File: config.mk
export PLATFORM = sky130hd
export DESIGN_NAME = func_equiv_scanner_flat
export DESIGN_NICKNAME = d
export VERILOG_FILES = /design/src/rtl/func_equiv_scanner_pkg.sv /design/src/rtl/func_equiv_scanner_if.sv /design/src/rtl/func_equiv_scanner_vec_settle_counter.sv /design/src/rtl/func_equiv_scanner.sv /design/src/flat_wrapper.sv
export SDC_FILE = /design/constraint.sdc
export NUM_CORES = 1
export LEC_CHECK = 0
export CORE_MARGIN = 5
export CORE_UTILIZATION = 58
export CTS_BUF_LIST = sky130_fd_sc_hd__clkbuf_8
export CTS_CLUSTER_DIAMETER = 200
export CTS_CLUSTER_SIZE = 24
export DETAILED_ROUTE_END_ITERATION = 8
export DONT_BUFFER_PORTS = 1
export GPL_TIMING_DRIVEN = 0
export PLACE_DENSITY = 0.76
export SYNTH_ARGS = -nofsm -noshare
export SYNTH_HDL_FRONTEND = slang
export SYNTH_SLANG_ARGS = --single-unit
export TNS_END_PERCENT = 100
File: constraint.sdc
create_clock -name clk -period 1.6 [get_ports clk]
set_clock_uncertainty 0.2 [all_clocks]
set_input_delay 0.16 -clock clk [delete_from_list [all_inputs] [get_ports clk]]
set_output_delay 0.16 -clock clk [all_outputs]
set_load 0.02 [all_outputs]
File: src/rtl/func_equiv_scanner_pkg.sv
`default_nettype none
// ============================================================================
//  Module      : func_equiv_pkg
//  Description : Shared types and helpers for the equivalence scanner.
//  Revision    : 1.0 - initial release
// ============================================================================
package func_equiv_pkg;

  typedef enum logic [1:0] {
    IDLE = 2'd0,
    SCAN = 2'd1,
    FIN  = 2'd2
  } state_e;

  function automatic int num_vec(input int n);
    return 1 << n;
  endfunction

endpackage
`default_nettype wire

File: src/rtl/func_equiv_scanner_if.sv
`default_nettype none
// ============================================================================
//  Module      : func_equiv_scanner_if
//  Description : Harness <-> scanner bundle (stimulus, functions, results).
//  Revision    : 1.0 - initial release
// ============================================================================
interface func_equiv_scanner_if
  import func_equiv_pkg::*;
#(
  parameter int N_IN = 4
);
  localparam int NUM_VEC = num_vec(N_IN);

  logic               start;
  logic               f_a;
  logic               f_b;
  logic [N_IN-1:0]    vec;
  logic               busy;
  logic               done;
  logic               equal;
  logic [N_IN:0]      mismatch_cnt;
  logic [N_IN-1:0]    first_mismatch;
  logic [NUM_VEC-1:0] tt_a;
  logic [NUM_VEC-1:0] tt_b;

  modport master (
    output start, f_a, f_b,
    input  vec, busy, done, equal, mismatch_cnt, first_mismatch, tt_a, tt_b
  );

  modport slave (
    input  start, f_a, f_b,
    output vec, busy, done, equal, mismatch_cnt, first_mismatch, tt_a, tt_b
  );

endinterface
`default_nettype wire

File: src/rtl/func_equiv_scanner_vec_settle_counter.sv
`default_nettype none
// ============================================================================
//  Module      : vec_settle_counter
//  Description : Walks vec through 0..2^N_IN-1, holding each value SETTLE cycles.
//  Revision    : 1.0 - initial release
// ============================================================================
module vec_settle_counter #(
  parameter int N_IN   = 4,
  parameter int SETTLE = 2
) (
  input  wire logic            clk,
  input  wire logic            rst_n,
  input  wire logic            clear,
  input  wire logic            run,
  output logic [N_IN-1:0]      vec,
  output logic                 sample_pulse,
  output logic                 last_vec
);

  localparam int               c_sw          = (SETTLE > 1) ? $clog2(SETTLE) : 1;
  localparam logic [c_sw-1:0]  c_settle_last = c_sw'(SETTLE - 1);
  localparam logic [N_IN-1:0]  c_vec_last    = {N_IN{1'b1}};

  logic [c_sw-1:0] r_settle;
  logic [N_IN-1:0] r_vec;

  always_ff @(posedge clk or negedge rst_n) begin
    if (!rst_n) begin
      r_settle <= '0;
      r_vec    <= '0;
    end else if (clear) begin
      r_settle <= '0;
      r_vec    <= '0;
    end else if (run) begin
      if (sample_pulse) begin
        r_settle <= '0;
        // vec is parked at 0 once the final vector has been sampled
        r_vec    <= last_vec ? '0 : r_vec + 1'b1;
      end else begin
        r_settle <= r_settle + 1'b1;
      end
    end
  end

  assign sample_pulse = run && (r_settle == c_settle_last);
  assign last_vec     = (r_vec == c_vec_last);
  assign vec          = r_vec;

endmodule
`default_nettype wire

File: src/rtl/func_equiv_scanner.sv
`default_nettype none
// ============================================================================
//  Module      : func_equiv_scanner
//  Description : Exhaustive equivalence scan of two N_IN-input functions.
//                Optional truth-table capture: FUNC_EQUIV_TT_CAPTURE_EN.
//  Revision    : 1.0 - initial release
// ============================================================================
module func_equiv_scanner
  import func_equiv_pkg::*;
#(
  parameter int N_IN   = 4,
  parameter int SETTLE = 2
) (
  input  wire logic        clk,
  input  wire logic        rst_n,
  func_equiv_scanner_if.slave bus
);

  state_e          r_state;
  state_e          w_state_nxt;
  logic            w_start_acc;
  logic            w_run;
  logic            w_sample;
  logic            w_last;
  logic            w_mismatch;
  logic [N_IN-1:0] w_vec;
  logic [N_IN:0]   w_cnt_nxt;

  logic            r_busy;
  logic            r_done;
  logic            r_equal;
  logic [N_IN:0]   r_cnt;
  logic [N_IN-1:0] r_first;

  assign w_run = (r_state == SCAN);

  vec_settle_counter #(
    .N_IN   (N_IN),
    .SETTLE (SETTLE)
  ) u_vec_settle_counter (
    .clk          (clk),
    .rst_n        (rst_n),
    .clear        (w_start_acc),
    .run          (w_run),
    .vec          (w_vec),
    .sample_pulse (w_sample),
    .last_vec     (w_last)
  );

  always_ff @(posedge clk or negedge rst_n) begin
    if (!rst_n) r_state <= IDLE;
    else        r_state <= w_state_nxt;
  end

  always_comb begin
    w_state_nxt = r_state;
    w_start_acc = 1'b0;
    case (r_state)
      IDLE: begin
        if (bus.start) begin
          w_start_acc = 1'b1;
          w_state_nxt = SCAN;
        end
      end
      SCAN:    if (w_sample && w_last) w_state_nxt = FIN;
      FIN:     w_state_nxt = IDLE;
      default: w_state_nxt = IDLE;
    endcase
  end

  assign w_mismatch = bus.f_a ^ bus.f_b;
  assign w_cnt_nxt  = r_cnt + {{N_IN{1'b0}}, w_mismatch};

  // done/equal rise on the same edge that drops busy
  always_ff @(posedge clk or negedge rst_n) begin
    if (!rst_n) begin
      r_busy  <= 1'b0;
      r_done  <= 1'b0;
      r_equal <= 1'b0;
      r_cnt   <= '0;
      r_first <= '0;
    end else if (w_start_acc) begin
      r_busy  <= 1'b1;
      r_done  <= 1'b0;
      r_equal <= 1'b0;
      r_cnt   <= '0;
      r_first <= '0;
    end else if (w_sample) begin
      r_cnt <= w_cnt_nxt;
      if (w_mismatch && (r_cnt == '0)) r_first <= w_vec;
      if (w_last) begin
        r_busy  <= 1'b0;
        r_done  <= 1'b1;
        r_equal <= (w_cnt_nxt == '0);
      end
    end
  end

`ifdef FUNC_EQUIV_TT_CAPTURE_EN
  localparam int c_num_vec = num_vec(N_IN);

  logic [c_num_vec-1:0] r_tt_a;
  logic [c_num_vec-1:0] r_tt_b;

  always_ff @(posedge clk or negedge rst_n) begin
    if (!rst_n) begin
      r_tt_a <= '0;
      r_tt_b <= '0;
    end else if (w_start_acc) begin
      r_tt_a <= '0;
      r_tt_b <= '0;
    end else if (w_sample) begin
      r_tt_a[w_vec] <= bus.f_a;
      r_tt_b[w_vec] <= bus.f_b;
    end
  end

  assign bus.tt_a = r_tt_a;
  assign bus.tt_b = r_tt_b;
`else
  assign bus.tt_a = '0;
  assign bus.tt_b = '0;
`endif

  assign bus.vec            = w_vec;
  assign bus.busy           = r_busy;
  assign bus.done           = r_done;
  assign bus.equal          = r_equal;
  assign bus.mismatch_cnt   = r_cnt;
  assign bus.first_mismatch = r_first;

endmodule
`default_nettype wire

File: src/flat_wrapper.sv
// flat-port wrapper written by rule: the top's interface ports become plain ports
module func_equiv_scanner_flat import func_equiv_pkg::*;
#(
  parameter int N_IN   = 4,
  parameter int SETTLE = 2
)
  (clk, rst_n, bus_start, bus_f_a, bus_f_b, bus_vec, bus_busy, bus_done, bus_equal, bus_mismatch_cnt, bus_first_mismatch, bus_tt_a, bus_tt_b);
  func_equiv_scanner_if #(.N_IN(N_IN)) bus_i ();
  input  wire logic clk;
  input  wire logic rst_n;
  input wire logic [$bits(bus_i.start)-1:0] bus_start;
  input wire logic [$bits(bus_i.f_a)-1:0] bus_f_a;
  input wire logic [$bits(bus_i.f_b)-1:0] bus_f_b;
  output wire logic [$bits(bus_i.vec)-1:0] bus_vec;
  output wire logic [$bits(bus_i.busy)-1:0] bus_busy;
  output wire logic [$bits(bus_i.done)-1:0] bus_done;
  output wire logic [$bits(bus_i.equal)-1:0] bus_equal;
  output wire logic [$bits(bus_i.mismatch_cnt)-1:0] bus_mismatch_cnt;
  output wire logic [$bits(bus_i.first_mismatch)-1:0] bus_first_mismatch;
  output wire logic [$bits(bus_i.tt_a)-1:0] bus_tt_a;
  output wire logic [$bits(bus_i.tt_b)-1:0] bus_tt_b;
  assign bus_i.start = bus_start;
  assign bus_i.f_a = bus_f_a;
  assign bus_i.f_b = bus_f_b;
  assign bus_vec = bus_i.vec;
  assign bus_busy = bus_i.busy;
  assign bus_done = bus_i.done;
  assign bus_equal = bus_i.equal;
  assign bus_mismatch_cnt = bus_i.mismatch_cnt;
  assign bus_first_mismatch = bus_i.first_mismatch;
  assign bus_tt_a = bus_i.tt_a;
  assign bus_tt_b = bus_i.tt_b;
  func_equiv_scanner #(.N_IN(N_IN), .SETTLE(SETTLE)) u_core (.clk(clk), .rst_n(rst_n), .bus(bus_i));
endmodule
Yosys cells after proc, flatten, opt, wreduce, memory -nomap -nowiden
Index checks and enable logic that the tools add are counted.
- add/sub/neg operators: 3
- muxes and demuxes: 26
- equal/unequal tests: 4
- reduce and logical (&&, ||, !) cells: 14
- bitwise logic cells: 1
- operator list (operator ; number):
    2-to-1 mux 4 bit ; 7
    2-to-1 mux 1 bit ; 14
    logical NOT 5 bit ; 2
    2-to-1 mux 5 bit ; 2
    AND reduction 2 bit ; 4
    nonzero test 2 bit ; 4
    adder 5 x 1 -> 5 bit ; 1
    adder 4 x 1 -> 4 bit, second input constant ; 1
    == test 4 bit, second input constant ; 1
    2-to-1 mux 2 bit ; 2
    case mux 2 bit (2 select lines) ; 1
    logical AND 1 bit ; 3
    == test 2 x 1 -> 1 bit, second input constant ; 1
    logical NOT 2 bit ; 1
    inequality test 2 x 1 -> 1 bit, second input constant ; 1
    inequality test 2 bit, second input constant ; 1
    adder 1 bit, second input constant ; 1
    XOR 1 bit ; 1
- bits of input ports: 5
- output and inout port bits: 48
- bits in registers: 19
- word-level logic and storage cells: 56

Longest topological paths before layout
Gate-level depths: netlist (run 1).
- depth in word-level cells: 6
- gate-level depth with buffers: 7
- gate-level depth less buffers: 7

Cells and area by module
A second synthesis (run 1) with hierarchy kept.
- cells, all modules: 119
- area total of the unflattened synthesis: 1181.1 um^2
- by module, submodules not included (module ; area an instance (um^2) ; times used ; sequential area each (um^2) ; cells an instance):
    func_equiv_scanner ; 940.9 ; 1 ; 350.3 ; 93
    vec_settle_counter ; 240.2 ; 1 ; 125.1 ; 26

Worst setup path before layout (run 1)
No wires, ideal clock.
- kind: register to register
- start: reg u_core.r_cnt[0], in the netlist u_core.bus.mismatch_cnt[0]
- end: reg u_core.r_equal, in the netlist u_core.bus.equal
- arrival: 1.596 ns
- cell stages (with the launch flop): 7
- clock period less this slack: 1.869 ns
- required time: 1.327 ns
- path buffers: 0
- library setup time: 0.073 ns
- setup slack: -0.269 ns
- path through: dfrtp_1 -> ha_1 -> ha_1 -> xor2_1 -> nor3b_1 -> o211ai_2 -> a21oi_2
- cells in the longest elaborated chain, start to end: 5
- ends and longest elaborated chain (element ; RTL line ; RTL):
    from (decl) ; func_equiv_scanner.sv:32 ; logic [N_IN:0] r_cnt;
    from (signal assigned) ; func_equiv_scanner.sv:89 ; r_cnt <= w_cnt_nxt;
    adder 5 x 1 -> 5 bit ; func_equiv_scanner.sv:72 ; assign w_cnt_nxt = r_cnt + {{N_IN{1'b0}}, w_mismatch};
    logical NOT 5 bit ; func_equiv_scanner.sv:94 ; r_equal <= (w_cnt_nxt == '0);
    2-to-1 mux 1 bit ; func_equiv_scanner.sv:91 ; if (w_last) begin
    2-to-1 mux 1 bit ; func_equiv_scanner.sv:88 ; end else if (w_sample) begin
    2-to-1 mux 1 bit ; func_equiv_scanner.sv:82 ; end else if (w_start_acc) begin
    to (signal assigned) ; func_equiv_scanner.sv:94 ;
    to (decl) ; func_equiv_scanner.sv:31 ; logic r_equal;
Every way passes these cells. The select of a mux whose other input is x is not followed.
A chain may end at the register's enable or synchronous reset.

Worst setup path after layout (run 1)
Same ends and word-level chain as after synthesis.

==> flow_metrics.py, run 1 <==
metrics = {
    "floorplanning": {
        "num_io_pins": 53,
        "die_area_um2": 3063,
        "rows": 16,
        "die_x_um": 55.34,
        "core_area_um2": 1962,
        "start_util": 0.6078,
        "die_y_um": 55.34,
    },
    "setup_path": {
        "critPathKind": "flip-flop to flip-flop",
        "arrival_ps": 1760,
        "r2r-start": "u_core.bus.mismatch_cnt[0]",
        "required_ps": 1590,
        "worstSetupEndpointType": "flip-flop",
        "crit_fanout": 5,
        "startpoint": "u_core.bus.mismatch_cnt[0]",
        "path_cells": "ha_4 -> ha_4 -> xor2_1 -> nor3b_2 -> o211ai_2 -> a21oi_2",
        "critPathLaunchType": "flip-flop",
        "crit_path_max_incr_delay_ps": 500,
        "crit_slowest_cell": "dfrtp_2",
        "crit_top_cell": "ha_4",
    },
    "outcome": {
        "status": "finished with violations",
        "violations": "setup timing",
    },
    "logic_synthesis": {
        "synth_seq_cells": 19,
        "yosysUniqueCellTypes": 31,
        "synth.cell_area_um2": 1192,
        "syn_inst": 117,
        "synth_top_cells_by_area": "dfrtp_1, buf_4, xor2_1",
        "syn_area_per_cell_um2": 10.19,
        "yosys_warnings": 0,
        "synth_top_area_frac": 0.3987,
        "synth_seq_area_share": 0.3987,
        "synth_area_leader_cell": "dfrtp_1",
    },
    "place": {
        "dp_cells": 175,
        "port_buffers": 0,
        "place.gp.congestion": 0.7030,
        "hpwl_mm": 1.793,
        "dpl_worst_slack_ps": -188.1,
        "place_area_um2": 1375,
    },
    "route": {
        "wirelength_mm": 2.514,
        "vias_per_cell": 4.798,
        "vias": 878,
        "postRouteAntennaNets": 0,
        "wl_per_cell_um": 13.74,
        "drtIter0Drc": 17,
        "first_pass_iters": 4,
        "drc_errors": 0,
    },
    "final_layout": {
        "final_cells": 183,
        "fin_nets": 165,
        "fin_area_um2": 1520,
        "regArea_um2": 483.0,
        "diodes": 0,
        "drive_above_1_share": 0.3974,
        "multi_input_area_um2": 659.4,
        "nFillCells": 144,
        "synthToLayoutAreaGrowth_pct": 27.49,
    },
    "pwr": {
        "power.share.clock": 0.128,
        "ir_drop_uv": 858.5,
        "p_leak_nw": 0.8042,
        "p_sw_mw": 1.173,
        "switching_share": 0.4638,
        "power_density_nw_per_um2": 1664,
        "internal_power_mw": 1.356,
        "pwr-share-comb": 0.397,
        "p_seq_frac": 0.475,
    },
    "clock_tree": {
        "cts_root_buffer": "clkbuf_8",
        "cts_made_buffers": 3,
        "clock_latency_ps": 250,
        "clkTransAtPathRegs_ps": 70,
        "h-tree-depth": 1,
        "clock_sink_count": 19,
        "clk_path_buf_depth": 2,
        "cts_tree": "built",
    },
    "timing": {
        "finalHoldWorstSlack_ps": 146.0,
        "rsz0062_at_grt": "yes",
        "worst_slack_ps": -172.8,
        "fin_crit_sh": 1.108,
        "max_freq_ghz": 0.5641,
        "setup_viol": 5,
        "min_period_ps": 1773,
        "tightest_slew_ps": 862.3,
        "slew_viol_final": 0,
        "max-slew-margin-rel": 0.4232,
        "hold_viol": 0,
        "setup_tns_ps": -259.2,
    },
    "global_routing": {
        "grt_first_pass_wirelength_mm": 4.243,
        "grt_pass1_vias": 948,
        "grt_max_degree": 20,
        "grtUsageTotal": 0.1700,
        "antenna_found_initial": 0,
        "grt_overflow_total": 0,
    },
    "worst_hold_path": {
        "min_from": "bus_start",
        "holdCritPathClass": "primary input to flip-flop",
    },
    "flow_run": {
        "drv_cap": 0,
    },
}
-- registers in the layout (all words and copies together), names as in the netlist --
register                              count
u_core.bus.equal                          1
u_core.bus.first_mismatch                 4
u_core.u_vec_settle_counter.vec           4
u_core.r_state                            2
u_core.bus.busy                           1
u_core.bus.mismatch_cnt                   5
u_core.u_vec_settle_counter.r_settle      1
u_core.bus.done                           1
-- power groups by stage --
stage / Combinational, mW / Sequential [mW] / Clock, mW
detailed placement: 0.835 / 1.16 / 0
floorplan: 0.729 / 1.09 / 0
global placement: 0.801 / 1.15 / 0
global route: 1.11 / 1.23 / 0.349
CTS: 0.920 / 1.18 / 0.327
finish: 1.01 / 1.20 / 0.324
-- worst max-delay path, delay by kind of cell (launching register included) --
family / cells / cell delay (ps)
compound gates: 2 / 250
xor+xnor: 1 / 170
fa+ha+maj: 2 / 380
flops: 1 / 500
simple gates: 1 / 210
-- per-layer routing --
layer | GRT usage | wire, µm | vias up
met3 | 0.03963 | 184 | 4
met2 | 0.2939 | 1337 | 48
met1 | 0.1919 | 955 | 419
li1 | - | - | 407
met4 | 0.09028 | 37 | 0
met5 | 0 | 0 | -
-- layout by cell type, fill, tap and decap left out, types with 2 or more instances in the layout --
cell type and n:
nor2_1 10, nand2_1 9, a22o_1 3, ha_4 3
o21ai_1 4, buf_4 33, a21oi_2 2, dlygate4sd3_1 2
dfrtp_1 13, buf_6 2, mux2i_1 4, clkbuf_8 3
xor2_1 6, nand3_1 2, conb_1 32, o21ai_0 3
dfrtp_2 6
-- final timing paths --
path	end	slack, ps	cells after the start
worst max-delay path	u_core.bus.equal	-170	6
worst min-delay path	u_core.bus.done	150	3
worst max register to register	u_core.bus.equal	-170	6
worst min register to register	u_core.u_vec_settle_counter.r_settle	370	1
min in group asynchronous	u_core.bus.mismatch_cnt[2]	260	1
max in group asynchronous	u_core.u_vec_settle_counter.vec[0]	350	1
-- cells in the mapped netlist, drive strengths merged --
library cell and instances:
buf 33, dfrtp 19, nor2 11, nand2 9, o21ai 7, xor2 6, mux2i 4, a22o 3
ha 3, nand3 3, nor3b 3, a21o 2, a21oi 2, and3b 1, clkinv 1, conb 1
nand3b 1, nand4 1, nand4b 1, nor3 1, nor4 1, o211ai 1, o21bai 1, or2 1
or2b 1
-- area by class of cell --
cell class | instances | area share
sequential | 19 | 0.3177
clock buffer | 3 | 0.02716
multi-input combinational | 95 | 0.4337
inverter | 1 | 0.005761
buffer | 33 | 0.1654
tap | 27 | 0.02222
clock inverter | 1 | 0.002469
timing repair buffer | 4 | 0.02551
-- stage by stage --
stage                     total power, mW    util
after CTS                           2.432  0.7602
after global routing                2.690  0.7749
after global placement              1.948  0.7009
after detailed placement            1.993  0.7009
after floorplan                     1.817       -
final                               2.530  0.7749
-- kinds of logic after synthesis --
logic type | count (synthesis) | share of synthesized area
adder cells (fa/ha/maj) | 3 | 0.03148
XOR/XNOR | 6 | 0.04407
other | 1 | 0.003145
AO/OA/AOI/OAI | 16 | 0.09339
AND/OR/NAND/NOR | 34 | 0.1773
buffers and inverters | 34 | 0.2183
flip-flops | 19 | 0.3987
multiplexers | 4 | 0.03358
-- repair_timing --
item	in CTS	in global routing
hold buffers	2	0
buffers inserted	2	0
endpoints found under the setup margin	11	14
gates resized for setup	9	7
pin swaps	7	8
gates cloned	0	0
hold endpoints to repair	21	0
No activity file was read; power rests on OpenSTA's default activity.
==> inputs of run 2 (changes only) <==
--- a/config.mk
+++ b/config.mk
@@ -6,14 +6,14 @@
 export NUM_CORES = 1
 export LEC_CHECK = 0
 export CORE_MARGIN = 5
-export CORE_UTILIZATION = 58
+export CORE_UTILIZATION = 55
 export CTS_BUF_LIST = sky130_fd_sc_hd__clkbuf_8
 export CTS_CLUSTER_DIAMETER = 200
 export CTS_CLUSTER_SIZE = 24
 export DETAILED_ROUTE_END_ITERATION = 8
 export DONT_BUFFER_PORTS = 1
 export GPL_TIMING_DRIVEN = 0
-export PLACE_DENSITY = 0.76
+export PLACE_DENSITY = 0.73
 export SYNTH_ARGS = -nofsm -noshare
 export SYNTH_HDL_FRONTEND = slang
 export SYNTH_SLANG_ARGS = --single-unit
==> run 2 against run 1 <==
Compared with the run above:
- the flow still finishes with violations (setup timing)
- hold slack improved by 1.3 ps
- routed wire length fell by 8.7%
- final cell count did not move
- critical path depth did not move
- clock power fell by 2%
- design area fell by 0.99%
- utilization fell by 3.0 points
- die area rose by 4.5%
- fmax rose by 0.25%
- first-iteration DRC count fell by 53%
- sequential power barely moved
- critical path type unchanged
- critical endpoint unchanged
- largest cell class unchanged
==> flow_metrics.py, run 2 (same netlist as run 1, synthesis figures left out) <==
metrics = {
    "outcome": {
        "status": "finished with violations",
        "violations": "setup timing",
    },
    "setup_path": {
        "r2r-start": "u_core.bus.mismatch_cnt[0]",
        "crit_slowest_cell": "dfrtp_2",
        "critPathLaunchType": "flip-flop",
        "required_ps": 1590,
        "path_cells": "ha_4 -> ha_4 -> xor2_1 -> nor3b_2 -> o211ai_2 -> a21oi_2",
        "critPathKind": "flip-flop to flip-flop",
        "crit_path_max_incr_delay_ps": 500,
        "regToRegSetupSlack_ps": -170,
        "path_buf_inv": 0,
        "arrival_ps": 1750,
        "rr_worst_depth": 6,
        "cp_top_family": "flip-flops",
        "rr_endpoint": "u_core.bus.equal",
        "crit_fanout": 5,
        "crit_top_cell": "ha_4",
        "worstSetupEndpointType": "flip-flop",
    },
    "route": {
        "postRouteAntennaNets": 0,
        "drtIter0Drc": 8,
        "wl_per_cell_um": 12.54,
        "vias_per_cell": 4.574,
        "first_pass_iters": 4,
        "drc_errors": 0,
        "wirelength_mm": 2.295,
        "vias": 837,
    },
    "final_layout": {
        "regArea_um2": 483.0,
        "multi_input_area_um2": 648.1,
        "fin_nets": 165,
        "nFillCells": 159,
        "mostFrequentLayoutCells": "buf_4, conb_1, dfrtp_1",
        "fin_area_um2": 1505,
        "final_cells": 183,
        "largest_register_ffs": 5,
        "diodes": 0,
        "final_common_cell": "buf_4",
        "drive_above_1_share": 0.3910,
        "synthToLayoutAreaGrowth_pct": 26.23,
    },
    "place": {
        "place.gp.congestion": 0.7157,
        "dp_cells": 175,
        "place_area_um2": 1375,
        "port_buffers": 0,
        "hpwl_mm": 1.762,
    },
    "pwr": {
        "p_sw_mw": 1.111,
        "total_power_mw": 2.450,
        "ir_drop_uv": 893.5,
        "power.share.clock": 0.130,
        "p_leak_nw": 0.8014,
        "pwr-share-comb": 0.385,
        "switching_share": 0.4537,
        "power_density_nw_per_um2": 1628,
        "internal_power_mw": 1.339,
        "p_seq_frac": 0.485,
    },
    "clock_tree": {
        "clock_sink_count": 19,
        "clk_path_buf_depth": 2,
        "cts_made_buffers": 3,
        "h-tree-depth": 1,
        "clkTransAtPathRegs_ps": 70,
        "clock_latency_ps": 250,
        "cts_tree": "built",
        "cts_root_buffer": "clkbuf_8",
    },
    "global_routing": {
        "grt_overflow_total": 0,
        "grtUsageTotal": 0.1416,
        "grt_pass1_vias": 827,
        "grt_max_degree": 20,
        "grt_first_pass_wirelength_mm": 3.629,
        "antenna_found_initial": 0,
    },
    "timing": {
        "tightest_slew_ps": 857.5,
        "rsz0062_at_grt": "yes",
        "min_period_ps": 1768,
        "worst_slack_ps": -168.4,
        "setup_tns_ps": -253.3,
        "max-slew-margin-rel": 0.4265,
        "hold_viol": 0,
        "finalHoldWorstSlack_ps": 147.3,
        "setup_viol": 5,
        "max_freq_ghz": 0.5655,
        "fin_crit_sh": 1.105,
        "slew_viol_final": 0,
    },
    "floorplanning": {
        "die_area_um2": 3199,
        "num_io_pins": 53,
        "core_area_um2": 2022,
        "die_x_um": 56.56,
        "rows": 16,
        "start_util": 0.5897,
        "die_y_um": 56.56,
    },
    "worst_hold_path": {
        "min_from": "bus_start",
        "min_to": "u_core.bus.done",
        "worstHoldPathCells": 3,
        "holdCritPathClass": "primary input to flip-flop",
    },
    "flow_run": {
        "drv_cap": 0,
    },
}
run 2: cell counts in the layout (fill, tap and decap cells not counted):
Identical to the previous run, type by type.
run 2: area by class of cell:
| cell class | instances | area share |
|---|---|---|
| clock buffers | 3 | 0.02743 |
| multi-input cells | 95 | 0.4306 |
| clock inverters | 1 | 0.002494 |
| repair buffers | 4 | 0.02328 |
| inverters | 1 | 0.005819 |
| plain buffers | 33 | 0.1671 |
| well taps | 27 | 0.02244 |
| flip-flops and latches | 19 | 0.3209 |
run 2: how the worst max path moves through the flow:
stage / slack [ps] / cells after the start / startpoint / endpoint
after floorplan: -60 / 6 / u_core.bus.mismatch_cnt[0] / u_core.bus.equal
after global placement: -150 / 6 / u_core.bus.mismatch_cnt[0] / u_core.bus.equal
after detailed placement: -160 / 6 / u_core.bus.mismatch_cnt[0] / u_core.bus.equal
after CTS: -180 / 6 / u_core.bus.mismatch_cnt[0] / u_core.bus.equal
after global routing: -220 / 6 / u_core.bus.mismatch_cnt[0] / u_core.bus.equal
final: -170 / 6 / u_core.bus.mismatch_cnt[0] / u_core.bus.equal
run 2: repair_timing:
item / in CTS / in global routing
hold buffers: 2 / 0
setup endpoints to repair: 15 / 6
pin swaps: 1 / 4
buffers inserted: 1 / 1
gates cloned: 0 / 0
endpoints found under the hold margin: 21 / 0
gates resized for setup: 4 / 7
run 2: power groups by stage:
stage	Clock [mW]	Sequential [mW]	Combinational [mW]
2_1_floorplan	0	1.09	0.729
3_3_place_gp	0	1.15	0.801
3_5_place_dp	0	1.16	0.845
4_1_cts	0.330	1.16	0.895
5_1_grt	0.353	1.22	1.04
6_report	0.319	1.19	0.944
run 2: metal layers:
layer / global-route usage / wire length [µm] / vias to the layer above
met5: 0 / 0 / -
met4: 0.06102 / 39 / 0
met3: 0.03899 / 178 / 4
met2: 0.2393 / 1173 / 45
met1: 0.1662 / 903 / 377
li1: - / - / 411
run 2: worst min-delay path, cell delays in order:
cell     delay, ps
nor3b_4        140
buf_4          170
nor2_1         100
run 2: per-stage QoR:
stage	utilization	worst slack [ps]
floorplan	-	-57.77
global placement	0.6801	-153.4
detailed placement	0.6801	-156.3
CTS	0.7252	-178.6
global route	0.7444	-218.9
finish	0.7444	-168.4
==> inputs of run 3 (changes only) <==
--- a/config.mk
+++ b/config.mk
@@ -5,10 +5,10 @@
 export SDC_FILE = /design/constraint.sdc
 export NUM_CORES = 1
 export LEC_CHECK = 0
-export CORE_MARGIN = 5
+export CORE_MARGIN = 1
 export CORE_UTILIZATION = 55
 export CTS_BUF_LIST = sky130_fd_sc_hd__clkbuf_8
-export CTS_CLUSTER_DIAMETER = 200
+export CTS_CLUSTER_DIAMETER = 120
 export CTS_CLUSTER_SIZE = 24
 export DETAILED_ROUTE_END_ITERATION = 8
 export DONT_BUFFER_PORTS = 1
==> run 3 against run 2 <==
Compared with the run above:
- the run still ends with setup timing left
- sequential cell count stayed put
- first-iteration DRC count is 63% higher
- critical endpoint unchanged
- die area is 26% lower
- register-to-register slack better by 30 ps
- largest power group unchanged
==> flow_metrics.py, run 3 (same netlist as run 1, synthesis figures left out) <==
metrics = {
    "outcome": {
        "status": "finished with violations",
        "violations": "setup timing",
    },
    "global_routing": {
        "use_met3": 0.02830,
        "antenna_found_initial": 0,
        "grt_overflow_total": 0,
        "grt_first_pass_wirelength_mm": 3.484,
        "use_met2": 0.3568,
        "grtUsageTotal": 0.1923,
        "grt_pass1_vias": 765,
        "busiest_layer": "met2",
        "use_met1": 0.2213,
        "grt_max_degree": 20,
    },
    "pwr": {
        "ir_drop_uv": 1063,
        "power.share.clock": 0.140,
        "p_seq_frac": 0.482,
        "switching_share": 0.4549,
        "pwr-share-comb": 0.378,
        "internal_power_mw": 1.309,
        "p_sw_mw": 1.092,
        "p_leak_nw": 0.7960,
        "total_power_mw": 2.401,
        "power_density_nw_per_um2": 1630,
    },
    "floorplanning": {
        "die_x_um": 48.56,
        "rows": 16,
        "core_area_um2": 2002,
        "die_area_um2": 2358,
        "start_util": 0.5956,
        "die_y_um": 48.56,
        "num_io_pins": 53,
    },
    "route": {
        "wl_per_cell_um": 11.36,
        "drc_errors": 0,
        "vias_per_cell": 4.582,
        "vias": 834,
        "wirelength_mm": 2.067,
        "drtIter0Drc": 13,
        "first_pass_iters": 4,
        "postRouteAntennaNets": 0,
    },
    "clock_tree": {
        "cts_root_buffer": "clkbuf_8",
        "h-tree-depth": 1,
        "clock_latency_ps": 260,
        "clkTransAtPathRegs_ps": 70,
        "cts_tree": "built",
        "cts_made_buffers": 3,
        "clk_path_buf_depth": 2,
        "clock_sink_count": 19,
    },
    "worst_hold_path": {
        "worstHoldPathCells": 3,
        "holdCritPathClass": "primary input to flip-flop",
        "min_to": "u_core.bus.equal",
        "min_from": "bus_start",
    },
    "final_layout": {
        "nFillCells": 152,
        "final_common_cell": "buf_4",
        "multi_input_area_um2": 625.6,
        "synthToLayoutAreaGrowth_pct": 23.50,
        "fin_area_um2": 1473,
        "drive_above_1_share": 0.3677,
        "fin_nets": 164,
        "largest_register_ffs": 5,
        "diodes": 0,
        "mostFrequentLayoutCells": "buf_4, conb_1, dfrtp_1",
        "regArea_um2": 479.2,
    },
    "timing": {
        "max_freq_ghz": 0.5757,
        "worst_slack_ps": -137.0,
        "fin_crit_sh": 1.086,
        "min_period_ps": 1737,
        "setup_viol": 5,
        "max-slew-margin-rel": 0.4236,
        "finalHoldWorstSlack_ps": 140.3,
        "rsz0062_at_grt": "yes",
        "hold_viol": 0,
        "tightest_slew_ps": 861.7,
        "slew_viol_final": 0,
    },
    "place": {
        "place.gp.congestion": 0.7439,
        "place_area_um2": 1375,
        "hpwl_mm": 1.545,
        "port_buffers": 0,
    },
    "setup_path": {
        "rr_worst_depth": 6,
        "crit_fanout": 5,
        "crit_path_max_incr_delay_ps": 490,
        "rr_endpoint": "u_core.bus.equal",
        "arrival_ps": 1730,
        "critPathKind": "flip-flop to flip-flop",
        "worstSetupEndpointType": "flip-flop",
        "path_cells": "ha_4 -> ha_4 -> xor2_1 -> nor3b_2 -> o211ai_2 -> a21oi_2",
        "r2r-start": "u_core.bus.mismatch_cnt[0]",
        "path_buf_inv": 0,
        "crit_slowest_cell": "dfrtp_2",
        "crit_top_cell": "ha_4",
        "cp_top_family": "flip-flops",
        "regToRegSetupSlack_ps": -140,
        "critPathLaunchType": "flip-flop",
        "required_ps": 1590,
    },
    "flow_run": {
        "drv_cap": 0,
    },
}
-- run 3: how the worst max path moves through the flow --
stage / startpoint / endpoint / slack [ps] / cells after the start
5_1_grt: u_core.bus.mismatch_cnt[0] / u_core.bus.equal / -220 / 6
3_5_place_dp: u_core.bus.mismatch_cnt[0] / u_core.bus.equal / -150 / 6
4_1_cts: u_core.bus.mismatch_cnt[0] / u_core.bus.equal / -140 / 6
6_report: u_core.bus.mismatch_cnt[0] / u_core.bus.equal / -140 / 6
2_1_floorplan: u_core.bus.mismatch_cnt[0] / u_core.bus.equal / -60 / 6
3_3_place_gp: u_core.bus.mismatch_cnt[0] / u_core.bus.equal / -150 / 6
-- run 3: cell type report --
cell class                 count  share of cell area
buffer                        33              0.1708
timing repair buffer           3             0.01869
inverter                       1            0.005947
tap                           27             0.02294
multi-input combinational     95              0.4248
sequential                    19              0.3254
clock buffer                   3             0.02804
clock inverter                 1            0.003398
-- run 3: timing repair --
item                                    in CTS  in global routing
hold endpoints to repair                    21                  0
endpoints found under the setup margin       8                 15
resized for setup                            3                  2
pin swaps                                    1                  0
setup buffers                                1                  0
hold buffers                                 2                  0
-- run 3: worst reg2reg max path, delay by kind of cell (launching register included) --
family	cells	cell delay, ps
fa+ha+maj	2	380
simple gates	1	210
compound gates	2	230
xor+xnor	1	170
flops	1	490
-- run 3: through the flow --
stage	instances	TNS (ps)	util	setup WS, ps
floorplan	148	-57.77	-	-57.77
global placement	175	-515.2	0.6869	-147.7
detailed placement	175	-568.6	0.6869	-148.0
CTS	182	-452.0	0.7281	-136.4
global route	182	-1025	0.7356	-224.9
finish	182	-423.3	0.7356	-137.0
-- run 3: metal layers --
layer	vias to the layer above	wire (µm)
met2	40	1132
met1	386	765
li1	406	-
met5	-	0
met4	0	16
met3	2	153
-- run 3: power by group through the flow --
| stage | registers, mW | clock network, mW | logic, mW |
|---|---|---|---|
| 5_1_grt | 1.19 | 0.360 | 1.01 |
| 2_1_floorplan | 1.09 | 0 | 0.729 |
| 3_3_place_gp | 1.14 | 0 | 0.802 |
| 6_report | 1.16 | 0.337 | 0.906 |
| 3_5_place_dp | 1.15 | 0 | 0.836 |
| 4_1_cts | 1.15 | 0.341 | 0.876 |
